File: src/rtl/srl_cam_wr_gen.sv
// srl_cam_wr_gen: write-data generator for the SRL32-based CAM update path.
// It accepts one rule write (key, care mask, target entry, clear) over a valid/ready
// handshake. It then runs a 32-cycle shift sequence. Each cycle drives a one-hot
// entry shift enable and one serial match bit per 5-bit key slice.
// Optional feature macro: SRL_WR_QUEUE_EN adds a one-entry pending request register.
module srl_cam_wr_gen #(
   parameter int DATA_WIDTH = 40,
   parameter int ADDR_WIDTH = 3
) (
   input  logic                          clk,
   input  logic                          reset,
   input  logic                          s_valid,
   output logic                          s_ready,
   input  logic [DATA_WIDTH-1:0]         s_data,
   input  logic [DATA_WIDTH-1:0]         s_mask,
   input  logic [ADDR_WIDTH-1:0]         s_addr,
   input  logic                          s_clear,
   output logic [(2**ADDR_WIDTH)-1:0]    srl_ce,
   output logic [(DATA_WIDTH/5)-1:0]     srl_din,
   output logic                          busy,
   output logic                          done
);

   localparam int NUM_SLICES  = DATA_WIDTH / 5;
   localparam int NUM_ENTRIES = 2 ** ADDR_WIDTH;

   typedef enum logic [1:0] {IDLE, SHIFT, DONE} state_t;

   // Match bit per slice for SRL address k: the slice key equals k on every cared bit.
   function automatic logic [NUM_SLICES-1:0] match_bits(
      input logic [4:0]            kv,
      input logic [DATA_WIDTH-1:0] d,
      input logic [DATA_WIDTH-1:0] m,
      input logic                  c
   );
      logic [NUM_SLICES-1:0] r;
      r = '0;
      for (int j = 0; j < NUM_SLICES; j++) begin
         r[j] = ~c & (((kv ^ d[5*j +: 5]) & m[5*j +: 5]) == 5'd0);
      end
      return r;
   endfunction

   state_t                  state, state_n;
   logic [4:0]              k, k_n;
   logic [ADDR_WIDTH-1:0]   addr_r, addr_n;
   logic [DATA_WIDTH-1:0]   data_r, data_n;
   logic [DATA_WIDTH-1:0]   mask_r, mask_n;
   logic                    clear_r, clear_n;
   logic                    xfer;
   logic                    ready_n;
   logic                    busy_n;
   logic                    done_n;
   logic [NUM_ENTRIES-1:0]  ce_n;
   logic [NUM_SLICES-1:0]   din_n;

`ifdef SRL_WR_QUEUE_EN
   logic                    pend_valid, pend_valid_n;
   logic [ADDR_WIDTH-1:0]   pend_addr, pend_addr_n;
   logic [DATA_WIDTH-1:0]   pend_data, pend_data_n;
   logic [DATA_WIDTH-1:0]   pend_mask, pend_mask_n;
   logic                    pend_clear, pend_clear_n;
`endif

   assign xfer = s_valid & s_ready;

   // Next-state, request latching and next-cycle output values (outputs are registered).
   always_comb begin
      state_n = state;
      k_n     = k;
      addr_n  = addr_r;
      data_n  = data_r;
      mask_n  = mask_r;
      clear_n = clear_r;
`ifdef SRL_WR_QUEUE_EN
      pend_valid_n = pend_valid;
      pend_addr_n  = pend_addr;
      pend_data_n  = pend_data;
      pend_mask_n  = pend_mask;
      pend_clear_n = pend_clear;
`endif
      case (state)
         IDLE: begin
            if (xfer) begin
               state_n = SHIFT;
               k_n     = 5'd31;
               addr_n  = s_addr;
               data_n  = s_data;
               mask_n  = s_mask;
               clear_n = s_clear;
            end
         end
         SHIFT: begin
            if (k == 5'd0) state_n = DONE;
            else           k_n     = k - 5'd1;
`ifdef SRL_WR_QUEUE_EN
            if (xfer) begin
               pend_valid_n = 1'b1;
               pend_addr_n  = s_addr;
               pend_data_n  = s_data;
               pend_mask_n  = s_mask;
               pend_clear_n = s_clear;
            end
`endif
         end
         DONE: begin
`ifdef SRL_WR_QUEUE_EN
            if (pend_valid) begin
               // Pending request goes first; a same-cycle transfer refills the slot.
               state_n      = SHIFT;
               k_n          = 5'd31;
               addr_n       = pend_addr;
               data_n       = pend_data;
               mask_n       = pend_mask;
               clear_n      = pend_clear;
               pend_valid_n = xfer;
               if (xfer) begin
                  pend_addr_n  = s_addr;
                  pend_data_n  = s_data;
                  pend_mask_n  = s_mask;
                  pend_clear_n = s_clear;
               end
            end else if (xfer) begin
`else
            if (xfer) begin
`endif
               state_n = SHIFT;
               k_n     = 5'd31;
               addr_n  = s_addr;
               data_n  = s_data;
               mask_n  = s_mask;
               clear_n = s_clear;
            end else begin
               state_n = IDLE;
            end
         end
         default: state_n = IDLE;
      endcase

      ce_n  = '0;
      din_n = '0;
      if (state_n == SHIFT) begin
         ce_n[addr_n] = 1'b1;
         din_n        = match_bits(k_n, data_n, mask_n, clear_n);
      end
      busy_n = (state_n == SHIFT);
      done_n = (state_n == DONE);
`ifdef SRL_WR_QUEUE_EN
      ready_n = (state_n != SHIFT) | ~pend_valid_n;
`else
      ready_n = (state_n != SHIFT);
`endif
   end

   // Control state and registered outputs, cleared by reset.
   always_ff @(posedge clk) begin
      if (reset) begin
         state   <= IDLE;
         k       <= 5'd0;
         s_ready <= 1'b1;
         srl_ce  <= '0;
         srl_din <= '0;
         busy    <= 1'b0;
         done    <= 1'b0;
      end else begin
         state   <= state_n;
         k       <= k_n;
         s_ready <= ready_n;
         srl_ce  <= ce_n;
         srl_din <= din_n;
         busy    <= busy_n;
         done    <= done_n;
      end
   end

   // Latched request fields; only consumed while shifting, so no reset needed.
   always_ff @(posedge clk) begin
      addr_r  <= addr_n;
      data_r  <= data_n;
      mask_r  <= mask_n;
      clear_r <= clear_n;
   end

`ifdef SRL_WR_QUEUE_EN
   // Pending-slot valid flag, cleared by reset.
   always_ff @(posedge clk) begin
      if (reset) pend_valid <= 1'b0;
      else       pend_valid <= pend_valid_n;
   end

   // Pending-slot request fields.
   always_ff @(posedge clk) begin
      pend_addr  <= pend_addr_n;
      pend_data  <= pend_data_n;
      pend_mask  <= pend_mask_n;
      pend_clear <= pend_clear_n;
   end
`endif

endmodule

File: config.mk
export PLATFORM = sky130hd
export DESIGN_NAME = srl_cam_wr_gen
export DESIGN_NICKNAME = d
export VERILOG_FILES = /design/src/rtl/srl_cam_wr_gen.sv
export SDC_FILE = /design/constraint.sdc
export NUM_CORES = 1
export LEC_CHECK = 0
export ABC_AREA = 1
export CAP_MARGIN = 25
export CORE_ASPECT_RATIO = 0.7
export CORE_MARGIN = 8
export CORE_UTILIZATION = 25
export CTS_CLUSTER_DIAMETER = 200
export DETAILED_ROUTE_END_ITERATION = 8
export RECOVER_POWER = 25
export SYNTH_ARGS = -nofsm -noshare
export SYNTH_HDL_FRONTEND = slang
export SYNTH_SLANG_ARGS = --single-unit
File: constraint.sdc
create_clock -name clk -period 2.4 [get_ports clk]
set_clock_uncertainty 0.15 [all_clocks]
set_input_delay 0.72 -clock clk [delete_from_list [all_inputs] [get_ports clk]]
set_output_delay 0.72 -clock clk [all_outputs]
set_load 0.01 [all_outputs]
Word level (Yosys, flattened, before mapping) --
Index checks and enable logic that the tools add are counted.
Cells by class: $add $sub $neg 1, magnitude comparators 2, equality and inequality tests 5, muxes and demuxes 17, bitwise operators 27, reductions and logical operators 13
Operators with widths (count):
- 40-bit two-way mux | 4
- 5-bit zero test | 9
- 5-bit bitwise AND | 8
- 5-bit XOR | 8
- 5-bit two-way mux | 2
- 5-bit case mux with 2 select lines | 1
- 1-bit bitwise AND | 9
- 3-bit two-way mux | 2
- 2-bit case mux with 3 select lines | 1
- 5-bit by 1-bit subtractor with 5-bit output (second input constant) | 1
- 2-bit by 1-bit equality test with 1-bit output (second input constant) | 2
- 2-bit equality test (second input constant) | 2
- 3-bit by 4-bit < comparator with 1-bit output (second input constant) | 1
- 1-bit two-way mux | 4
- 2-bit two-way mux | 2
- 2-bit OR reduction | 2
- 1-bit demux with 3-bit select | 1
- 3-bit by 1-bit greater-or-equal comparator with 1-bit output (second input constant) | 1
- 2-bit zero test | 1
- 2-bit by 1-bit inequality test with 1-bit output (second input constant) | 1
- 1-bit NOT | 2
- 1-bit logical AND | 1
Word-level totals: bits in registers 110, output and inout bits 19, logic and storage cells 76

Logic depth before layout (Yosys ltp) --
depth after elaboration 7, depth in mapped cells 12, mapped depth without buffers 11

Least setup slack after synthesis --
No wires, ideal clock.
path type input port to flip-flop, from input port s_valid, to register srl_din[1], setup time 115 ps, data arrival time 1631 ps, required time 2135 ps, path slack 504 ps, cell stages on the path 9, cell sequence nand2_1 nor2_4 buf_4 buf_2 nand2_1 nand2_1 o21ai_0 a21oi_1 nor2_1
RTL lines:
- from (decl) | line 12 | input logic s_valid,
- 1-bit bitwise AND | line 65 | assign xfer = s_valid & s_ready;
- 40-bit two-way mux | line 84, 125
- 40-bit two-way mux
- named net mask_n[5] | line 48 | logic [DATA_WIDTH-1:0] mask_r, mask_n;
- 5-bit bitwise AND | line 39 | r[j] = ~c & (((kv ^ d[5*j +: 5]) & m[5*j +: 5]) == 5'd0);
- 5-bit zero test | line 39
- 1-bit bitwise AND | line 39
- to (signal assigned) | line 170 | srl_din <= din_n;
- to (decl) | line 19 | output logic [(DATA_WIDTH/5)-1:0] srl_din,
The timed path passes the listed nets, and every way through them passes these cells. A chain may end at the register's enable or synchronous reset.

Worst setup path in the final report --
from register srl_din[5], to output port srl_din[5]
No word-level cell between the ends.

==> qor.csv <==
metric;value;unit
FF+latch count, synth;110;
CTS clock-pin slew for the worst setup and hold paths;0.08;ns
max-cap violation count;0;
Avg Inst Size Synth;7.070;µm²
delay-heaviest family, CP;buffers and inverters;
Residual DRC;0;
min cycle time layout;2.184;ns
Worst-Skew Late Latency;0.35;ns
die height;129.7;µm
most frequent cells in the layout;nand2_1 (274), dfxtp_1 (109), clkdlybuf4s50_1 (104);
Congestion Overflow GR;0;
Worst Path Class, Setup;flip-flop to output port;
WHS Path Cells;2;
critical path arrival;1.31;ns
root buffer cell;clkbuf_16;
multi-input logic area;2038;µm²
CTS tree;done;
Register-to-Register Path Depth;11;
vias per cell;4.075;
die area;23140;µm²
initial cell density of the core;25.57;%
VDD IR-drop max;0.3108;mV
1st-iter DRT viols;265;
Worst Max-Slew Pin Slew;0.5167;ns
crit-path max FO;1;
Seq/Total Area, Yosys;47.70;%
leakage power;3.134;nW
share of cells above drive strength 1;10.96;%
Final #Nets;877;
clock tree buffer depth;2;
Die Wd;178.4;µm
Slew Viols, Final;0;
H-tree levels;3;
Slowest-stage cell, CP;clkdlybuf4s50_1;
commonest non-fill, non-tap cell in the layout;nand2_1;
first-pass iteration count of the detailed router;4;
Tcrit/Tclk final;90.99;%
setup TNS;0;ns
largest net degree at the start of global routing;34;
core area;18060;µm²
CTS Hold Buffers Added;0;
worst relative slew slack;65.46;%
Num CTS Buffers;9;
diode count;0;
outcome;finished, final reports clean;
drt wl/cell;13.59;µm
Fmax;457.9;MHz
total wire length;14000;µm
max incr delay on CP;0.57;ns
Critical Path RT;1.53;ns
Post-Syn Area;4617;µm²
Hold Vio Cnt, Final;0;
Layout area overhead;42.90;%
worst r2r src;k[0];
Final setup viols;0;
Vias;4197;
HP Class;flip-flop to flip-flop;
Unique masters post-synth;29;
Placed Area;6181;µm²
Worst Hold End;mask_r[25];
vias in the first global route;4200;
Crit Reg-Reg Endpoint;srl_din[4];
ANT nets after route;0;
Mapped Cells;653;
crit end category;output port;
row count;41;
first-pass GRT wire length;22090;µm
CP startpoint kind;flip-flop;
gpl congestion;0.7501;
GRT Overall Usage;12.16;%
worst reg2reg setup slack;0.26;ns
Buf/Inv on CP;1;
pwr/cell area;868.7;nW/µm²
FF+latch area;2203;µm²
clock sink count;110;
CP cell instances;clkdlybuf4s50_1;
Buffers on Ports;105;
fill cell count;1889;
hold path startpoint;mask_r[25];
DP HPWL;10650;µm
RSZ-0062 raised after global routing;no;
Warnings, synthesis;0;
Mapped Nets;741;
I/O Pins;106;
Design Area, Final;6598;µm²
initial antenna violation count;3;
## cells by family (layout without fill, tap and decap cells)
logic type               after synthesis  in the layout  share of synthesized area (%)
XOR/XNOR                               2              2                         0.3795
flip-flops                           110            110                          47.70
AO/OA/AOI/OAI                         33             33                          4.201
AND/OR/NAND/NOR                      418            418                          39.00
buffers and inverters                 89            230                          8.455
adder cells (fa/ha/maj)                1              1                         0.2710
## worst max path at each step
| stage | start | end | slack, ns | depth (start not counted) |
|---|---|---|---|---|
| floorplan | s_valid | srl_din[1] | 0.50 | 9 |
| global placement | s_valid | srl_din[4] | -0.47 | 10 |
| detailed placement | s_valid | srl_din[4] | -0.48 | 10 |
| CTS | s_valid | srl_din[1] | 0.008 | 12 |
| global route | k[0] | srl_din[4] | 0.08 | 11 |
| finish | srl_din[5] | srl_din[5] | 0.22 | 1 |
## synth_stat cells
master / number / area (µm²)
a21oi_1: 6 / 30.03
a21oi_2: 1 / 8.760
buf_2: 10 / 50.05
buf_4: 7 / 52.55
buf_6: 2 / 22.52
clkbuf_1: 2 / 7.510
dfxtp_1: 110 / 2202
ha_1: 1 / 12.51
inv_1: 67 / 251.5
inv_4: 1 / 6.260
nand2_1: 274 / 1028
nand2_2: 5 / 31.28
nand2_4: 2 / 22.52
nand3_1: 68 / 340.3
nand3_2: 3 / 30.03
nand3b_1: 1 / 7.510
nand4_1: 8 / 50.05
nor2_1: 36 / 135.1
nor2_4: 2 / 22.52
nor2_8: 1 / 20.02
nor4_1: 2 / 12.51
o211ai_2: 1 / 12.51
o21ai_0: 20 / 100.1
o21ai_1: 3 / 15.01
o21ai_2: 1 / 8.760
o21bai_4: 1 / 18.77
or2_0: 4 / 25.02
or2_2: 12 / 75.07
xnor2_1: 2 / 17.52
## cell type report
| type | instances | area share (%) |
|---|---|---|
| Tap cell | 236 | 4.476 |
| Sequential cell | 110 | 33.40 |
| Inverter | 68 | 3.907 |
| Timing Repair Buffer | 146 | 22.55 |
| Clock inverter | 7 | 1.365 |
| Clock buffer | 9 | 3.414 |
| Multi-Input combinational cell | 454 | 30.89 |
## stage by stage
| step | instances | util (%) | hold slack [ns] | setup WS [ns] | total power [mW] |
|---|---|---|---|---|---|
| 2_1_floorplan | 653 | - | 0.2668 | 0.5036 | 3.455 |
| 4_1_cts | 1024 | 36.04 | 0.3070 | 0.008028 | 5.732 |
| 3_5_place_dp | 1008 | 34.23 | 0.2891 | -0.4813 | 4.144 |
| 3_3_place_gp | 1008 | 34.23 | 0.2851 | -0.4687 | 4.126 |
| 5_1_grt | 1030 | 36.54 | 0.3289 | 0.08184 | 6.151 |
| 6_report | 1030 | 36.54 | 0.3056 | 0.2162 | 5.732 |
## per-layer routing
layer / share of wire [%] / vias to the layer above / routed length (µm) / global-route usage, %
met5: 0.24 / - / 34 / 0
met4: 0.53 / 6 / 74 / 2.181
met3: 8.0 / 13 / 1126 / 4.791
met2: 39 / 98 / 5397 / 17.39
met1: 53 / 1787 / 7368 / 17.04
li1: - / 2293 / - / -
## registers in the layout (all words and copies together) (netlist names)
| register | cells |
|---|---|
| data_r | 40 |
| mask_r | 40 |
| srl_ce | 8 |
| srl_din | 8 |
| k | 5 |
| addr_r | 3 |
| state | 2 |
| busy | 1 |
| clear_r | 1 |
| done | 1 |
| s_ready | 1 |
## where the power goes
part	leakage [nW]	switching (mW)	internal, mW	total [mW]
Sequential	0.919	0.120	2.23	2.35
Combinational	2.06	1.02	0.799	1.82
Clock	0.154	0.729	0.835	1.56
## what timing repair did
item,CTS,global route
pin swaps,0,3
buffers inserted,0,4
endpoints found under the hold margin,0,0
gates resized for setup,3,9
gates cloned,0,2
endpoints found under the setup margin,1,15
No activity file was read; power rests on OpenSTA's default activity.
